**config.mk**
```make
export PLATFORM = sky130hd
export DESIGN_NAME = seconds_bcd_counter
export DESIGN_NICKNAME = d
export VERILOG_FILES = /design/src/rtl/seconds_pkg.sv /design/src/rtl/seconds_bcd_counter_digit.sv /design/src/rtl/seconds_bcd_counter.sv
export SDC_FILE = /design/constraint.sdc
export NUM_CORES = 1
export LEC_CHECK = 0
export CAP_MARGIN = 0
export CORE_MARGIN = 2
export CORE_UTILIZATION = 40
export CTS_CLUSTER_SIZE = 20
export DETAILED_ROUTE_END_ITERATION = 10
export SETUP_SLACK_MARGIN = 0.05
export SYNTH_ARGS = -nofsm -noshare
export SYNTH_HDL_FRONTEND = slang
export SYNTH_HIERARCHICAL = 1
export SYNTH_SLANG_ARGS = --single-unit
```
**constraint.sdc**
```tcl
create_clock -name clk -period 3.45 [get_ports clk]
set_clock_uncertainty 0.15 [all_clocks]
set_input_delay 0.8625 -clock clk [delete_from_list [all_inputs] [get_ports clk]]
set_output_delay 0.8625 -clock clk [all_outputs]
set_load 0.02 [all_outputs]
```
**src/rtl/seconds_pkg.sv**
```systemverilog
// rtl/seconds_pkg.sv - shared BCD widths, limits and digit types for the seconds counter
package seconds_pkg;

  localparam int BCD_W    = 4;
  localparam int TENS_W   = 3;
  localparam int ONES_MAX = 9;
  localparam int TENS_MAX = 5;

  typedef logic [BCD_W-1:0]  bcd_t;
  typedef logic [TENS_W-1:0] tens_t;

endpackage

```
**src/rtl/seconds_bcd_counter_digit.sv**
```systemverilog
// rtl/seconds_bcd_counter_digit.sv - one BCD digit that counts 0..MAX and carries on rollover
module bcd_digit_counter #(
  parameter int W   = 4,
  parameter int MAX = 9
) (
  input  logic         clk,
  input  logic         reset,
  input  logic         inc,
  output logic [W-1:0] digit,
  output logic         carry
);

  logic [W-1:0] digit_q;
  logic [W-1:0] digit_d;
  logic         at_max;

  assign at_max = (digit_q == W'(MAX));
  assign carry  = inc & at_max;
  assign digit  = digit_q;

  // next digit: wrap to zero past MAX so the digit can never hold an illegal code
  always_comb begin
    digit_d = digit_q;
    if (inc) begin
      digit_d = at_max ? '0 : digit_q + W'(1);
    end
  end

  // digit register with synchronous active-high reset
  always_ff @(posedge clk) begin
    if (reset) begin
      digit_q <= '0;
    end else begin
      digit_q <= digit_d;
    end
  end

endmodule

```
**src/rtl/seconds_bcd_counter.sv**
```systemverilog
// rtl/seconds_bcd_counter.sv - prescaled BCD seconds counter with valid/ready output; SECONDS_MINUTES_EN adds minutes
module seconds_bcd_counter
  import seconds_pkg::*;
#(
  parameter int CLK_HZ = 10_000_000,
  parameter int CMP_W  = 24
) (
  input  logic              clk,
  input  logic              reset,
  input  logic              ena,
  input  logic              pause,
  input  logic              cmp_load,
  input  logic [CMP_W-1:0]  cmp_value,
  output logic              tick,
  output logic [BCD_W-1:0]  sec_ones,
  output logic [TENS_W-1:0] sec_tens,
  output logic              out_valid,
  input  logic              out_ready,
  output logic              overrun,
  input  logic              ovr_clr
`ifdef SECONDS_MINUTES_EN
  ,
  output logic [BCD_W-1:0]  min_ones,
  output logic [TENS_W-1:0] min_tens
`endif
);

  localparam logic [CMP_W-1:0] CMP_RST = CMP_W'(CLK_HZ - 1);

  logic [CMP_W-1:0] pcnt_q, pcnt_d;
  logic [CMP_W-1:0] cmp_q, cmp_d;
  logic             tick_q;
  logic             valid_q, valid_d;
  logic             ovr_q, ovr_d;
  logic             run;
  logic             at_max;
  logic             wrap;
  logic             ovr_set;
  logic             sec_ones_carry;

  // prescaler, compare register and handshake next-state; a load always beats a coincident wrap
  always_comb begin
    run     = ena & ~pause;
    at_max  = (pcnt_q == cmp_q);
    wrap    = run & at_max & ~cmp_load;
    ovr_set = wrap & valid_q & ~out_ready;
    pcnt_d  = pcnt_q;
    cmp_d   = cmp_q;
    valid_d = valid_q;
    ovr_d   = ovr_q;
    if (cmp_load) begin
      cmp_d  = cmp_value;
      pcnt_d = '0;
    end else if (run) begin
      pcnt_d = at_max ? '0 : pcnt_q + CMP_W'(1);
    end
    if (wrap) begin
      valid_d = 1'b1;
    end else if (valid_q & out_ready) begin
      valid_d = 1'b0;
    end
    if (ovr_set) begin
      ovr_d = 1'b1;
    end else if (ovr_clr) begin
      ovr_d = 1'b0;
    end
  end

  // state registers; reset drops any pending update
  always_ff @(posedge clk) begin
    if (reset) begin
      pcnt_q  <= '0;
      cmp_q   <= CMP_RST;
      tick_q  <= 1'b0;
      valid_q <= 1'b0;
      ovr_q   <= 1'b0;
    end else begin
      pcnt_q  <= pcnt_d;
      cmp_q   <= cmp_d;
      tick_q  <= wrap;
      valid_q <= valid_d;
      ovr_q   <= ovr_d;
    end
  end

  assign tick      = tick_q;
  assign out_valid = valid_q;
  assign overrun   = ovr_q;

  bcd_digit_counter #(.W(BCD_W), .MAX(ONES_MAX)) u_sec_ones (
    .clk   (clk),
    .reset (reset),
    .inc   (wrap),
    .digit (sec_ones),
    .carry (sec_ones_carry)
  );

`ifdef SECONDS_MINUTES_EN
  logic sec_tens_carry;
  logic min_ones_carry;

  bcd_digit_counter #(.W(TENS_W), .MAX(TENS_MAX)) u_sec_tens (
    .clk   (clk),
    .reset (reset),
    .inc   (sec_ones_carry),
    .digit (sec_tens),
    .carry (sec_tens_carry)
  );

  bcd_digit_counter #(.W(BCD_W), .MAX(ONES_MAX)) u_min_ones (
    .clk   (clk),
    .reset (reset),
    .inc   (sec_tens_carry),
    .digit (min_ones),
    .carry (min_ones_carry)
  );

  bcd_digit_counter #(.W(TENS_W), .MAX(TENS_MAX)) u_min_tens (
    .clk   (clk),
    .reset (reset),
    .inc   (min_ones_carry),
    .digit (min_tens),
    .carry ()
  );
`else
  bcd_digit_counter #(.W(TENS_W), .MAX(TENS_MAX)) u_sec_tens (
    .clk   (clk),
    .reset (reset),
    .inc   (sec_ones_carry),
    .digit (sec_tens),
    .carry ()
  );
`endif

endmodule

```
==> results.ini <==
[outcome]
status=finished clean

[cts]
cts_post_setup_buffers_inserted=0
cts-root-to-sink-buffers=2
cts_hold_repair.buffers=0
cts_inserted_buffers=9
tritoncts_num_sinks=58
worst_skew_pair.late_latency_ns=0.33
ctsRootBufferMaster=clkbuf_8
cts-htree-levels=3
cts_tree=done
cts.repair.resized=0
clkSlewWorstSetupHoldPaths_ns=0.06

[routing]
dr_iter_0_viols=80
route.vias.total=2054
detail_route.wl_per_cell_um=14.4
detail_route.drc_violations=0
final_wl_um=5850
drt_pass1_iterations=4
drt.antenna.violating_nets=0
number_of_vias_per_cell=5.06

[sta]
hold_viol_final=0
setup_ws_ns=0.396
worst-slew-pin-transition_ns=0.416
clock.fmax_mhz=327
timing.final.max_slew_violations=0
fin_setup_tns_ns=0
layout_min_cycle_time_ns=3.05
grt_setup_unrepaired=false
finalHoldWorstSlack_ns=0.309
final_min_period_over_clock_period_pct=88.5
setup-violations-final=0
relSlewSlack_pct=72.0

[die]
initial_core_util_pct=41.8
design.core.area_um2=6420
row_count=29
fp.dieW_um=85.9
fp.dieArea_um2=7380
die_h_um=85.9
pin_count=41

[power_and_ir_drop]
ir_drop_uv=216
power-per-cell-area_nw_per_um2=413
static-leakage-power_uw=0.00119

[logic_synthesis]
synth.cell_area_um2=2680
synth.yosys.warnings=6
synth_cells=277
mappedNetlistNets=309
post_synth.cell_area_avg_um2=9.69

[cells_and_area]
layout.nets=356
fillers=621
diodes=0
multi_input_comb_area_um2=1450
layout-area-overhead-vs-synth_pct=25.1
stdcell_count=406
final-seq-area_um2=1160
post_route_cells_drive_above_1_share_pct=11.6

[setup_path]
crit_path_max_incr_delay_ns=0.46
reg2reg_path_depth=10
path_max_fanout=5
worstPathCellList=clkdlybuf4s50_1 -> nor2b_1 -> nand2_1 -> or4_4 -> or2_4 -> nor2_1 -> nand2_1 -> nor4b_2 -> buf_4 -> nand4bb_1 -> a21oi_1
worst_ep_required_time_ns=3.57
crit_path_frequent_cell=nand2_1
crit_arrival_ns=3.17
slack_of_the_worst_reg_to_reg_path_ns=0.78
critical_path_class=primary input to register
critPathCaptureType=register
crit-reg2reg-launch=pcnt_q[3]$_SDFFE_PP0P_
sort_of_element_at_the_start_of_the_critical_path=primary input
timing.critical_path.slowest_stage_cell=clkdlybuf4s50_1
reg2reg_end=u_sec_tens/digit[1]$_SDFFE_PP0P_

[worst_hold_path]
hold_start=overrun$_SDFFE_PP0P_
hold_path_depth=2
hold_path.class=register to register
timing.hold.worst_endpoint=overrun$_SDFFE_PP0P_

[global_routing]
maximum_number_of_pins_on_one_net_before_global_route_repair=29
first_pass_grt_wire_length_um=9610
track_usage_pct=17.1
grt_pass1_vias=1990
initial_antenna_violation_count=0
globalRouteOverflowTotal=0

[placement]
finalWeightedCongestion=0.781
placedCellCount=390
placement.io_buffers=40
pre_cts_ws_ns=0.0246
detailedPlacementHpwl_um=4210

[job]
timing.max_cap.violations=0

[worst max-delay path: cells and delay by family]
kind / cells / cell delay, ns
compound gates: 1 / 0.12
simple gates: 8 / 1.56
buf+inv: 2 / 0.63
[flip-flops by register name, indices dropped and copies added, names as in the netlist]
signal,count
cmp_q,24
out_valid,1
overrun,1
pcnt_q,24
tick,1
u_sec_ones/digit,4
u_sec_tens/digit,3
[worst max path at each step]
stage | start | end | slack [ns]
floorplan | ena | u_sec_tens/digit[1]$_SDFFE_PP0P_ | 0.26
global placement | ena | u_sec_tens/digit[1]$_SDFFE_PP0P_ | 0.05
detailed placement | ena | u_sec_tens/digit[1]$_SDFFE_PP0P_ | 0.02
CTS | ena | u_sec_tens/digit[1]$_SDFFE_PP0P_ | 0.37
global route | ena | u_sec_tens/digit[1]$_SDFFE_PP0P_ | 0.20
finish | ena | u_sec_tens/digit[1]$_SDFFE_PP0P_ | 0.40
[per-stage QoR]
stage | area [um2] | util (%) | total power, uW
final | 3360 | 52.3 | 1390
after global routing | 3360 | 52.3 | 1450
after CTS | 3360 | 52.3 | 1410
after detailed placement | 3180 | 49.4 | 830
after global placement | 3180 | 49.4 | 829
after floorplan | 2690 | - | 776
[placed cells by master (no fill, tap or decap), types with 2 or more instances in the layout]
master and count:
nand3_1 6, clkbuf_8 12, nor2_1 40, and3_1 2, xor2_1 19, nor2b_1 15
xnor2_1 29, nand2_1 12, a21bo_1 2, nand3_2 2, clkdlybuf4s50_1 39, clkinv_2 2
nor3_1 3, mux2i_1 11, nand4_1 10, nor4_1 10, buf_4 9, dfxtp_1 58
clkbuf_1 2, a211o_1 14, a21oi_1 5, and4_1 3
[final cells by class]
class	instances	area share, %
multi-input combinational	205	43.2
sequential	58	34.6
timing repair buffer	49	13.8
clock buffer	14	5.14
tap	77	2.87
clock inverter	2	0.298
inverter	1	0.112
[where the power goes]
group	leakage (uW)	switching, uW	total (uW)	internal (uW)
Combinational	0.000622	44.8	110	65.1
Clock	0.0000965	255	573	318
Sequential	0.000473	14.9	704	689
[routing by layer]
metal	vias up	GRT usage, %	share of wire (%)
met5	-	0	0
met4	0	5.05	0.97
met3	5	6.93	3.9
met2	33	28.0	48
met1	965	20.7	47
li1	1051	-	-
Note: power is estimated with default switching activity, not from simulation.
